===== config.mk =====
export PLATFORM = sky130hd
export DESIGN_NAME = cp0_exception_unit
export DESIGN_NICKNAME = d
export VERILOG_FILES = /design/src/rtl/cp0_exception_unit.sv
export SDC_FILE = /design/constraint.sdc
export NUM_CORES = 1
export LEC_CHECK = 0
export CAP_MARGIN = 20
export CELL_PAD_IN_SITES_DETAIL_PLACEMENT = 0
export CELL_PAD_IN_SITES_GLOBAL_PLACEMENT = 2
export CORE_MARGIN = 5
export CORE_UTILIZATION = 25
export CTS_CLUSTER_DIAMETER = 30
export CTS_CLUSTER_SIZE = 8
export DETAILED_ROUTE_END_ITERATION = 10
export HOLD_SLACK_MARGIN = 0.15
export PLACE_DENSITY = 0.79
export SYNTH_ARGS = -nofsm -noshare
export SYNTH_HDL_FRONTEND = slang
export SYNTH_SLANG_ARGS = --single-unit

===== constraint.sdc =====
create_clock -name clk -period 2.5 [get_ports clk]
set_input_delay 0.5 -clock clk [delete_from_list [all_inputs] [get_ports clk]]
set_output_delay 0.5 -clock clk [all_outputs]
set_load 0.02 [all_outputs]

===== src/rtl/cp0_exception_unit.sv =====
// cp0_exception_unit
// MEM-stage coprocessor-0 block. It prioritises the MEM instruction's
// exception flags and pending interrupts into a single exception code. It
// holds BadVAddr, Count, Compare, Status, Cause, EPC and EBase, and updates
// them when an exception or eret retires.
//
// Ports
//   clk, rst                  clock, synchronous active-low reset
//   mem_*_i                   MEM-stage instruction info and exception flags
//   hw_int_i                  level-sensitive hardware interrupt lines
//   cp0_we/waddr/wsel/wdata_i WB-stage write to a CP0 register
//   cp0_raddr/rsel_i          read select; cp0_rdata_o (combinational)
//   exceptionType_o           resolved exception code (combinational)
//   CP0_epc_o, CP0_ebase_o    handler/return info for pipeline control
//   timer_int_o               Count/Compare timer interrupt pending
//
// Optional feature: define CP0_TIMER_EN to build Count/Compare and the timer
// interrupt. Without it, Count and Compare read 0 and the timer never fires.
module cp0_exception_unit #(
  parameter logic [31:0] EBASE_RESET = 32'h80000000,
  parameter int unsigned HW_INT_W    = 6
) (
  input  logic                clk,
  input  logic                rst,
  input  logic                mem_valid_i,
  input  logic                mem_stall_i,
  input  logic [31:0]         mem_pc_i,
  input  logic                mem_in_delay_slot_i,
  input  logic [7:0]          mem_exc_flags_i,
  input  logic [31:0]         mem_bad_vaddr_i,
  input  logic [HW_INT_W-1:0] hw_int_i,
  input  logic                cp0_we_i,
  input  logic [4:0]          cp0_waddr_i,
  input  logic [2:0]          cp0_wsel_i,
  input  logic [31:0]         cp0_wdata_i,
  input  logic [4:0]          cp0_raddr_i,
  input  logic [2:0]          cp0_rsel_i,
  output logic [31:0]         cp0_rdata_o,
  output logic [31:0]         exceptionType_o,
  output logic [31:0]         CP0_epc_o,
  output logic [31:0]         CP0_ebase_o,
  output logic                timer_int_o
);

  localparam logic [7:0] EXC_INT  = 8'h01;
  localparam logic [7:0] EXC_ADEL = 8'h04;
  localparam logic [7:0] EXC_ADES = 8'h05;
  localparam logic [7:0] EXC_SYS  = 8'h08;
  localparam logic [7:0] EXC_BP   = 8'h09;
  localparam logic [7:0] EXC_RI   = 8'h0a;
  localparam logic [7:0] EXC_OV   = 8'h0c;
  localparam logic [7:0] EXC_ERET = 8'h0e;

  typedef enum logic [1:0] {BADV_NONE, BADV_PC, BADV_ADDR} badv_src_e;

  logic        status_ie_q, status_ie_d;
  logic        status_exl_q, status_exl_d;
  logic [7:0]  status_im_q, status_im_d;
  logic        cause_bd_q, cause_bd_d;
  logic [5:0]  cause_ip_hw_q, cause_ip_hw_d;
  logic [1:0]  cause_ip_sw_q, cause_ip_sw_d;
  logic [4:0]  cause_exc_q, cause_exc_d;
  logic [31:0] epc_q, epc_d;
  logic [31:0] badvaddr_q, badvaddr_d;
  logic [17:0] ebase_q, ebase_d;
  logic [31:0] count_q, compare_q;
  logic        timer_q;

  logic [7:0]  cause_ip;
  logic        int_pending;
  logic [7:0]  exc_code;
  badv_src_e   badv_src;
  logic        exc_take, exc_eret;
  logic        wr_badv, wr_status, wr_cause, wr_epc, wr_ebase;

  assign wr_badv   = cp0_we_i && (cp0_waddr_i == 5'd8)  && (cp0_wsel_i == 3'd0);
  assign wr_status = cp0_we_i && (cp0_waddr_i == 5'd12) && (cp0_wsel_i == 3'd0);
  assign wr_cause  = cp0_we_i && (cp0_waddr_i == 5'd13) && (cp0_wsel_i == 3'd0);
  assign wr_epc    = cp0_we_i && (cp0_waddr_i == 5'd14) && (cp0_wsel_i == 3'd0);
  assign wr_ebase  = cp0_we_i && (cp0_waddr_i == 5'd15) && (cp0_wsel_i == 3'd1);

`ifdef CP0_TIMER_EN
  logic        wr_count, wr_compare;
  logic [31:0] count_d, compare_d;
  logic        timer_d;

  assign wr_count   = cp0_we_i && (cp0_waddr_i == 5'd9)  && (cp0_wsel_i == 3'd0);
  assign wr_compare = cp0_we_i && (cp0_waddr_i == 5'd11) && (cp0_wsel_i == 3'd0);

  always_comb begin
    count_d   = wr_count   ? cp0_wdata_i : count_q + 32'd1;
    compare_d = wr_compare ? cp0_wdata_i : compare_q;
    timer_d   = timer_q;
    // Compare write acknowledges the timer and beats a coincident match.
    if (wr_compare)
      timer_d = 1'b0;
    else if ((count_q == compare_q) && (compare_q != 32'd0))
      timer_d = 1'b1;
  end

  always_ff @(posedge clk) begin
    if (!rst) begin
      count_q   <= '0;
      compare_q <= '0;
      timer_q   <= 1'b0;
    end else begin
      count_q   <= count_d;
      compare_q <= compare_d;
      timer_q   <= timer_d;
    end
  end
`else
  assign count_q   = '0;
  assign compare_q = '0;
  assign timer_q   = 1'b0;
`endif

  assign cause_ip    = {cause_ip_hw_q[5] | timer_q, cause_ip_hw_q[4:0], cause_ip_sw_q};
  assign int_pending = status_ie_q && !status_exl_q && ((cause_ip & status_im_q) != 8'd0);

  always_comb begin
    exc_code = 8'h00;
    badv_src = BADV_NONE;
    if (mem_valid_i && !mem_stall_i) begin
      if (int_pending)             exc_code = EXC_INT;
      else if (mem_exc_flags_i[0]) begin exc_code = EXC_ADEL; badv_src = BADV_PC;   end
      else if (mem_exc_flags_i[1]) exc_code = EXC_RI;
      else if (mem_exc_flags_i[2]) exc_code = EXC_OV;
      else if (mem_exc_flags_i[3]) exc_code = EXC_SYS;
      else if (mem_exc_flags_i[4]) exc_code = EXC_BP;
      else if (mem_exc_flags_i[6]) begin exc_code = EXC_ADEL; badv_src = BADV_ADDR; end
      else if (mem_exc_flags_i[7]) begin exc_code = EXC_ADES; badv_src = BADV_ADDR; end
      else if (mem_exc_flags_i[5]) exc_code = EXC_ERET;
    end
  end

  assign exc_eret = (exc_code == EXC_ERET);
  assign exc_take = (exc_code != 8'h00) && !exc_eret;

  // Software writes land first; an exception or eret then overrides the
  // fields it owns.
  always_comb begin
    status_ie_d   = status_ie_q;
    status_exl_d  = status_exl_q;
    status_im_d   = status_im_q;
    cause_bd_d    = cause_bd_q;
    cause_ip_hw_d = hw_int_i[5:0];
    cause_ip_sw_d = cause_ip_sw_q;
    cause_exc_d   = cause_exc_q;
    epc_d         = epc_q;
    badvaddr_d    = badvaddr_q;
    ebase_d       = ebase_q;

    if (wr_status) begin
      status_ie_d  = cp0_wdata_i[0];
      status_exl_d = cp0_wdata_i[1];
      status_im_d  = cp0_wdata_i[15:8];
    end
    if (wr_cause) cause_ip_sw_d = cp0_wdata_i[9:8];
    if (wr_epc)   epc_d         = cp0_wdata_i;
    if (wr_badv)  badvaddr_d    = cp0_wdata_i;
    if (wr_ebase) ebase_d       = cp0_wdata_i[29:12];

    if (exc_take) begin
      cause_exc_d = (exc_code == EXC_INT) ? 5'd0 : exc_code[4:0];
      // Nested exceptions keep the original return point.
      if (!status_exl_q) begin
        epc_d      = mem_in_delay_slot_i ? (mem_pc_i - 32'd4) : mem_pc_i;
        cause_bd_d = mem_in_delay_slot_i;
      end
      status_exl_d = 1'b1;
      if (badv_src == BADV_PC)        badvaddr_d = mem_pc_i;
      else if (badv_src == BADV_ADDR) badvaddr_d = mem_bad_vaddr_i;
    end else if (exc_eret) begin
      status_exl_d = 1'b0;
    end
  end

  always_ff @(posedge clk) begin
    if (!rst) begin
      status_ie_q   <= 1'b0;
      status_exl_q  <= 1'b0;
      status_im_q   <= '0;
      cause_bd_q    <= 1'b0;
      cause_ip_hw_q <= '0;
      cause_ip_sw_q <= '0;
      cause_exc_q   <= '0;
      epc_q         <= '0;
      badvaddr_q    <= '0;
      ebase_q       <= EBASE_RESET[29:12];
    end else begin
      status_ie_q   <= status_ie_d;
      status_exl_q  <= status_exl_d;
      status_im_q   <= status_im_d;
      cause_bd_q    <= cause_bd_d;
      cause_ip_hw_q <= cause_ip_hw_d;
      cause_ip_sw_q <= cause_ip_sw_d;
      cause_exc_q   <= cause_exc_d;
      epc_q         <= epc_d;
      badvaddr_q    <= badvaddr_d;
      ebase_q       <= ebase_d;
    end
  end

  always_comb begin
    cp0_rdata_o = 32'd0;
    case ({cp0_raddr_i, cp0_rsel_i})
      {5'd8,  3'd0}: cp0_rdata_o = badvaddr_q;
      {5'd9,  3'd0}: cp0_rdata_o = count_q;
      {5'd11, 3'd0}: cp0_rdata_o = compare_q;
      {5'd12, 3'd0}: cp0_rdata_o = {16'd0, status_im_q, 6'd0, status_exl_q, status_ie_q};
      {5'd13, 3'd0}: cp0_rdata_o = {cause_bd_q, 15'd0, cause_ip, 1'b0, cause_exc_q, 2'b00};
      {5'd14, 3'd0}: cp0_rdata_o = epc_q;
      {5'd15, 3'd1}: cp0_rdata_o = {2'b10, ebase_q, 12'd0};
      default:       cp0_rdata_o = 32'd0;
    endcase
  end

  assign exceptionType_o = {24'd0, exc_code};
  // Bypass so an eret right behind mtc0 EPC returns to the new address.
  assign CP0_epc_o       = wr_epc ? cp0_wdata_i : epc_q;
  assign CP0_ebase_o     = {2'b10, ebase_q, 12'd0};
  assign timer_int_o     = timer_q;

endmodule

Word level (Yosys, flattened, before mapping)
Index checks and enable logic that the tools add are counted.

Bits in registers: 106. Bits in writable memories: 0. Memories kept: 0. Output and inout bits: 129. Bits in read-only memories: 0. Latch bits: 0.

$mul: 0. Reductions and logical operators: 22. $lt $le $gt $ge: 0. Add/subtract/negate cells: 1. Equality and inequality tests: 15. Div/mod/pow operators: 0. Bitwise logic cells: 2. Muxes and demuxes: 32. Shifts and indexed selects: 0.

Operators with widths (number): $mux W32 (8); $pmux W32 S5 (1); $eq A8 B7 Y1 const B (5); $mux W4 (9); $sub A32 B3 Y32 const B (1); $eq A5 B4 Y1 const B (5); $mux W2 (9); $reduce_bool A8 Y1 (2); $logic_and A1 B1 Y1 (14); $and A8 B8 Y8 (1); $eq A8 B1 Y1 const B (1); $eq A8 B4 Y1 const B (1); $mux W8 (1); $mux W5 (1); $eq A3 B1 Y1 const B (1); $logic_not A1 Y1 (3); $logic_not A3 Y1 (1); $mux W1 (3); $reduce_bool A3 Y1 (1); $eq A2 B1 Y1 const B (1); $eq A2 B2 Y1 const B (1); $reduce_and A2 Y1 (1); $not A1 Y1 (1).

Longest topological paths before layout
Word-level depth: 14. Gate-level depth with buffers: 7. Mapped depth without buffers: 7.

Worst setup path before layout
No wires, ideal clock.

Kind: in2out. From: input port cp0_rsel_i[1]. To: output port cp0_rdata_o[16]. Arrival: 1.915 ns. Data required time: 2.000 ns. Path buffers: 1. Path slack: 0.085 ns. Cell stages on the path: 6. Path through: nor4b_1 nand3_1 nor2_1 clkbuf_1 a222oi_1 inv_1.

Cells in the longest elaborated chain, start to end: 2. Elaborated cells between the ends (all ways): 6. Classes of those cells: 5 x eq/ne; 1 x mux.

RTL lines: start: declaration (RTL line 37) `input logic [2:0] cp0_rsel_i,`; $eq A8 B7 Y1 (RTL line 207) `case ({cp0_raddr_i, cp0_rsel_i})`; $pmux W32 S5 * (RTL line 207); end: declaration (RTL line 38) `output logic [31:0] cp0_rdata_o,`.

Every way passes the cells marked *; elsewhere a longest branch is shown, timed or not.

Worst setup path after layout
From: input port cp0_waddr_i[4]. To: output port CP0_epc_o[0].

Cells in the longest elaborated chain, start to end: 4.

RTL lines: start: declaration (RTL line 33) `input logic [4:0] cp0_waddr_i,`; $eq A5 B4 Y1 (RTL line 79) `assign wr_epc = cp0_we_i && (cp0_waddr_i == 5'd14) && (cp0_wsel_i == 3'd0);`; $logic_and A1 B1 Y1 (2 in a row) (RTL line 79); $mux W32 (RTL line 221) `assign CP0_epc_o = wr_epc ? cp0_wdata_i : epc_q;`; end: declaration (RTL line 40) `output logic [31:0] CP0_epc_o,`.

No other way between the ends.

==> results list <==
- Run status: finished with violations
- Violations in the final reports: setup timing
- The smallest clock period supported by the final layout is computed as 2556 ps.
* Area growth from synthesis to layout: 63.59%
* Clk sinks: 105
- After clock tree synthesis, the flow added hold-fix buffers numbering 0.
- Number of vias in the routed layout: 6,462
- Clock latency on the worst-skew pair: 360 ps
- Met3 wire len: 1895 um
- Routed vias/inst: 4.899
- First-pass detailed-route iteration total: 5
* Max_slew headroom: 63.16%
* Max-cap check violation count: 0
* Placement row count: 58
* Hold path startpoint: cause_exc_q[0]$_SDFFE_PN0P_
- Area taken by multi-input logic gates: 0.004073 mm2
- R2r endpoint: epc_q[12]$_SDFF_PN0_
- Final number of max-transition violations: 0
* Arrival time of data at the critical path endpoint: 2060 ps
* Number of global-route vias before repair: 6,795
- Effective utilization at floorplan: 25.33%
* Wire length the detailed router placed on met1: 12,990 um
* Mean cell area of the mapped netlist: 9.166 um2
* Yosys warning count: 0
- Transition at the pin with the smallest max-transition slack: 552.7 ps
- Dividing total power by cell area gives a power density of 411.0 mW/mm2.
* Reg area: 0.002102 mm2
* Data required time at the worst endpoint: 2000 ps
- Pin placement for this block handled 261 I/O pins.
* Sequential cell area fraction in the yosys report: 33.04%
- Setup slack of the critical path after layout: -55.99 ps
- Top cell type's share of synthesized area: 33.04%
- The library cell used most frequently in the layout, excluding fill and tap cells, is clkdlybuf4s50_1.
* Drc violations: 0
- Class of the most critical hold timing path: flip-flop to flip-flop
- The synthesized design spends more area on one cell type than any other, namely dfxtp_1.
- The cell area that synthesis handed to floorplanning was 0.006361 mm2.
- Count of antenna diodes in the layout: 0
- Master cell of the clock root buffer: clkbuf_16
- Startpoint class of the critical path: input pin
* Total die area: 0.02874 mm2
- In this run, synthesis inferred 0 flip-flops with an integrated enable.
* Maximum count of clock buffers along a single path: 2
- Clk pin slew, worst setup/hold paths: 80 ps
- For the worst flop-to-flop path, the logic depth is 6.
- Filler instances: 2,579
- The worst-case IR drop observed on VDD is 0.2327 mV.
- For the final database, setup skew stands at 10.47 ps.
- The worst register-to-register path begins at status_im_q[7]$_SDFFE_PN0P_.
* Hold violation count in the final report: 0
* Power consumption: 4277 uW
- Setup repair after global routing could not meet its margin everywhere.
* Worst hold path endpoint: cause_exc_q[0]$_SDFFE_PN0P_
- Synth Flop Type: dfxtp_1
- In the final layout, the share of cells above drive strength 1 is 28.31%.
- In the final design database the tool counted 1,117 nets.
* Distinct cell type count of the synthesized netlist: 55
* Maximum number of pins on one net before global-route repair: 53
- The clock tree synthesis step divided the H-tree into 3 levels.
* Routed len/inst: 21.48 um
- In this run, placement finished with an instance count of 1,284.
- Wire segments on met2 add up to 13,000 um in the final route.
- Core Region: 0.02511 mm2
- Chip Height: 169.5 um
- Final WL: 28,340 um
- Gr ovfl total: 0
* Antenna Nets Post-Route: 0
- Along the worst hold path, the cell count comes to 1.
- Share of async-settable or async-resettable flops after synthesis: 0%
- Number of flip-flops and latches in the synthesized netlist: 105
* Top cells by area in the synthesized netlist: dfxtp_1 33%, mux2i_1 10%, mux2_2 5.7%
- Worst setup EP type: output port
- The floorplan step set the die width to 169.5 um.
* Commonest cells after routing, fill and taps aside: 127 x clkdlybuf4s50_1, 105 x dfxtp_1, 87 x buf_4
* Uppermost layer routed: met5
- Fin crit share: 102.2%
- Final non-filler cell total: 1,319
- Final Wtd Congestion: 0.7910
- The worst setup path is of the input pin to output port kind.
- For this design the static power due to leakage is 0.004709 uW.
- TritonCTS clock tree: built
- Final setup viols: 37
- Of all nets on the critical path, the largest fanout is 8.
* Initial drt markers: 377
* Slack of the worst reg-to-reg path: 530 ps
- Total clock buffers created by CTS: 9
* Antenna violations before repair: 1
- For this run, the total global-route usage over all layers was measured as 18.88%.
- Synth Instances: 694
* Wire length of the first global-routing pass: 41,510 um
- Detailed placement ended at an HPWL of 19,030 um.
* DP Worst Slack: -886.7 ps
- Quantity of I/O buffers inserted on ports: 217
* Peak clock frequency supported by timing: 0.3912 GHz
-- power breakdown --
part           total, uW  internal, uW  switching [uW]
logic                962           508             454
clock network       1540           865             671
registers           1780          1740            42.0
total               4280          3110            1170
-- state kept, by name, summed over array words and instances (netlist names) --
| signal | flops |
|---|---|
| badvaddr_q | 32 |
| epc_q | 32 |
| ebase_q | 18 |
| status_im_q | 8 |
| cause_ip_hw_q | 6 |
| cause_exc_q | 4 |
| cause_ip_sw_q | 2 |
| cause_bd_q | 1 |
| status_exl_q | 1 |
| status_ie_q | 1 |
-- Yosys cell counts (4+ instances only) --
cell type,n
nand2b_1,32
clkbuf_1,35
a21oi_1,8
a22oi_1,40
mux2i_1,66
o22ai_1,33
nor2b_1,35
or3_1,4
nor4_1,6
buf_2,8
nand2_1,29
nor2_1,30
xor2_1,12
or4_1,4
dfxtp_1,105
inv_1,22
o211a_1,26
buf_4,47
a222oi_1,26
and2_1,7
mux2_2,32
nand3_1,6
xnor2_1,15
nor3_1,13
o21ai_0,4
-- worst max path at each step --
| stage | startpoint | to | slack, ps |
|---|---|---|---|
| after floorplan | cp0_rsel_i[1] | cp0_rdata_o[16] | 80 |
| after global placement | cp0_rsel_i[1] | cp0_rdata_o[29] | -840 |
| after detailed placement | cp0_rsel_i[1] | cp0_rdata_o[29] | -890 |
| after CTS | cp0_wsel_i[2] | CP0_epc_o[10] | -90 |
| after global routing | cp0_waddr_i[4] | CP0_epc_o[7] | -80 |
| final | cp0_waddr_i[4] | CP0_epc_o[0] | -60 |
-- cell families after synthesis --
logic type,Yosys count,share of synthesized area (%)
AOI/OAI and AO/OA,158,20.02
xor gates and xnor gates,27,3.718
adders and majority gates,1,0.1967
buffers and inverters,115,9.717
DFF,105,33.04
muxes,98,16.05
other,2,0.1181
and+or+nand+nor,188,17.13
-- per-layer routing --
layer / up-vias / track usage, %
met5: - / 0
met4: 2 / 4.830
met3: 33 / 3.680
met2: 255 / 30.59
met1: 3111 / 25.88
li1: 3061 / -
-- metrics by stage --
step | hold slack [ps] | instance area (um2) | setup TNS [ps] | util (%)
floorplan | 442.8 | 6515 | 0 | -
CTS | 483.2 | 10170 | -2052 | 40.49
detailed placement | 465.4 | 9462 | -60500 | 37.68
finish | 478.8 | 10410 | -1299 | 41.44
global route | 497.6 | 10410 | -2944 | 41.44
global placement | 462.0 | 9462 | -58570 | 37.68
-- repair_timing --
action | CTS | global route
gates resized for setup | 442 | 72
pin swaps | 13 | 13
gates cloned | 7 | 2
setup endpoints to repair | 76 | 71
buffers inserted | 10 | 2
-- layout make-up --
class,instances,share of cell area (%)
well taps,330,3.968
flip-flops and latches,105,20.20
clock buffers,13,2.597
inverters,22,0.7936
clock inverters,3,0.4569
multi-input cells,515,39.14
repair buffers,331,32.85
-- critical path, cell delays in order --
cell and delay [ps]:
buf_6 90, and3b_2 240, nor4bb_4 300, buf_6 150, buf_6 130, buf_16 170, mux2_4 330, buf_6 140
Note: power is estimated with default switching activity, not from simulation.
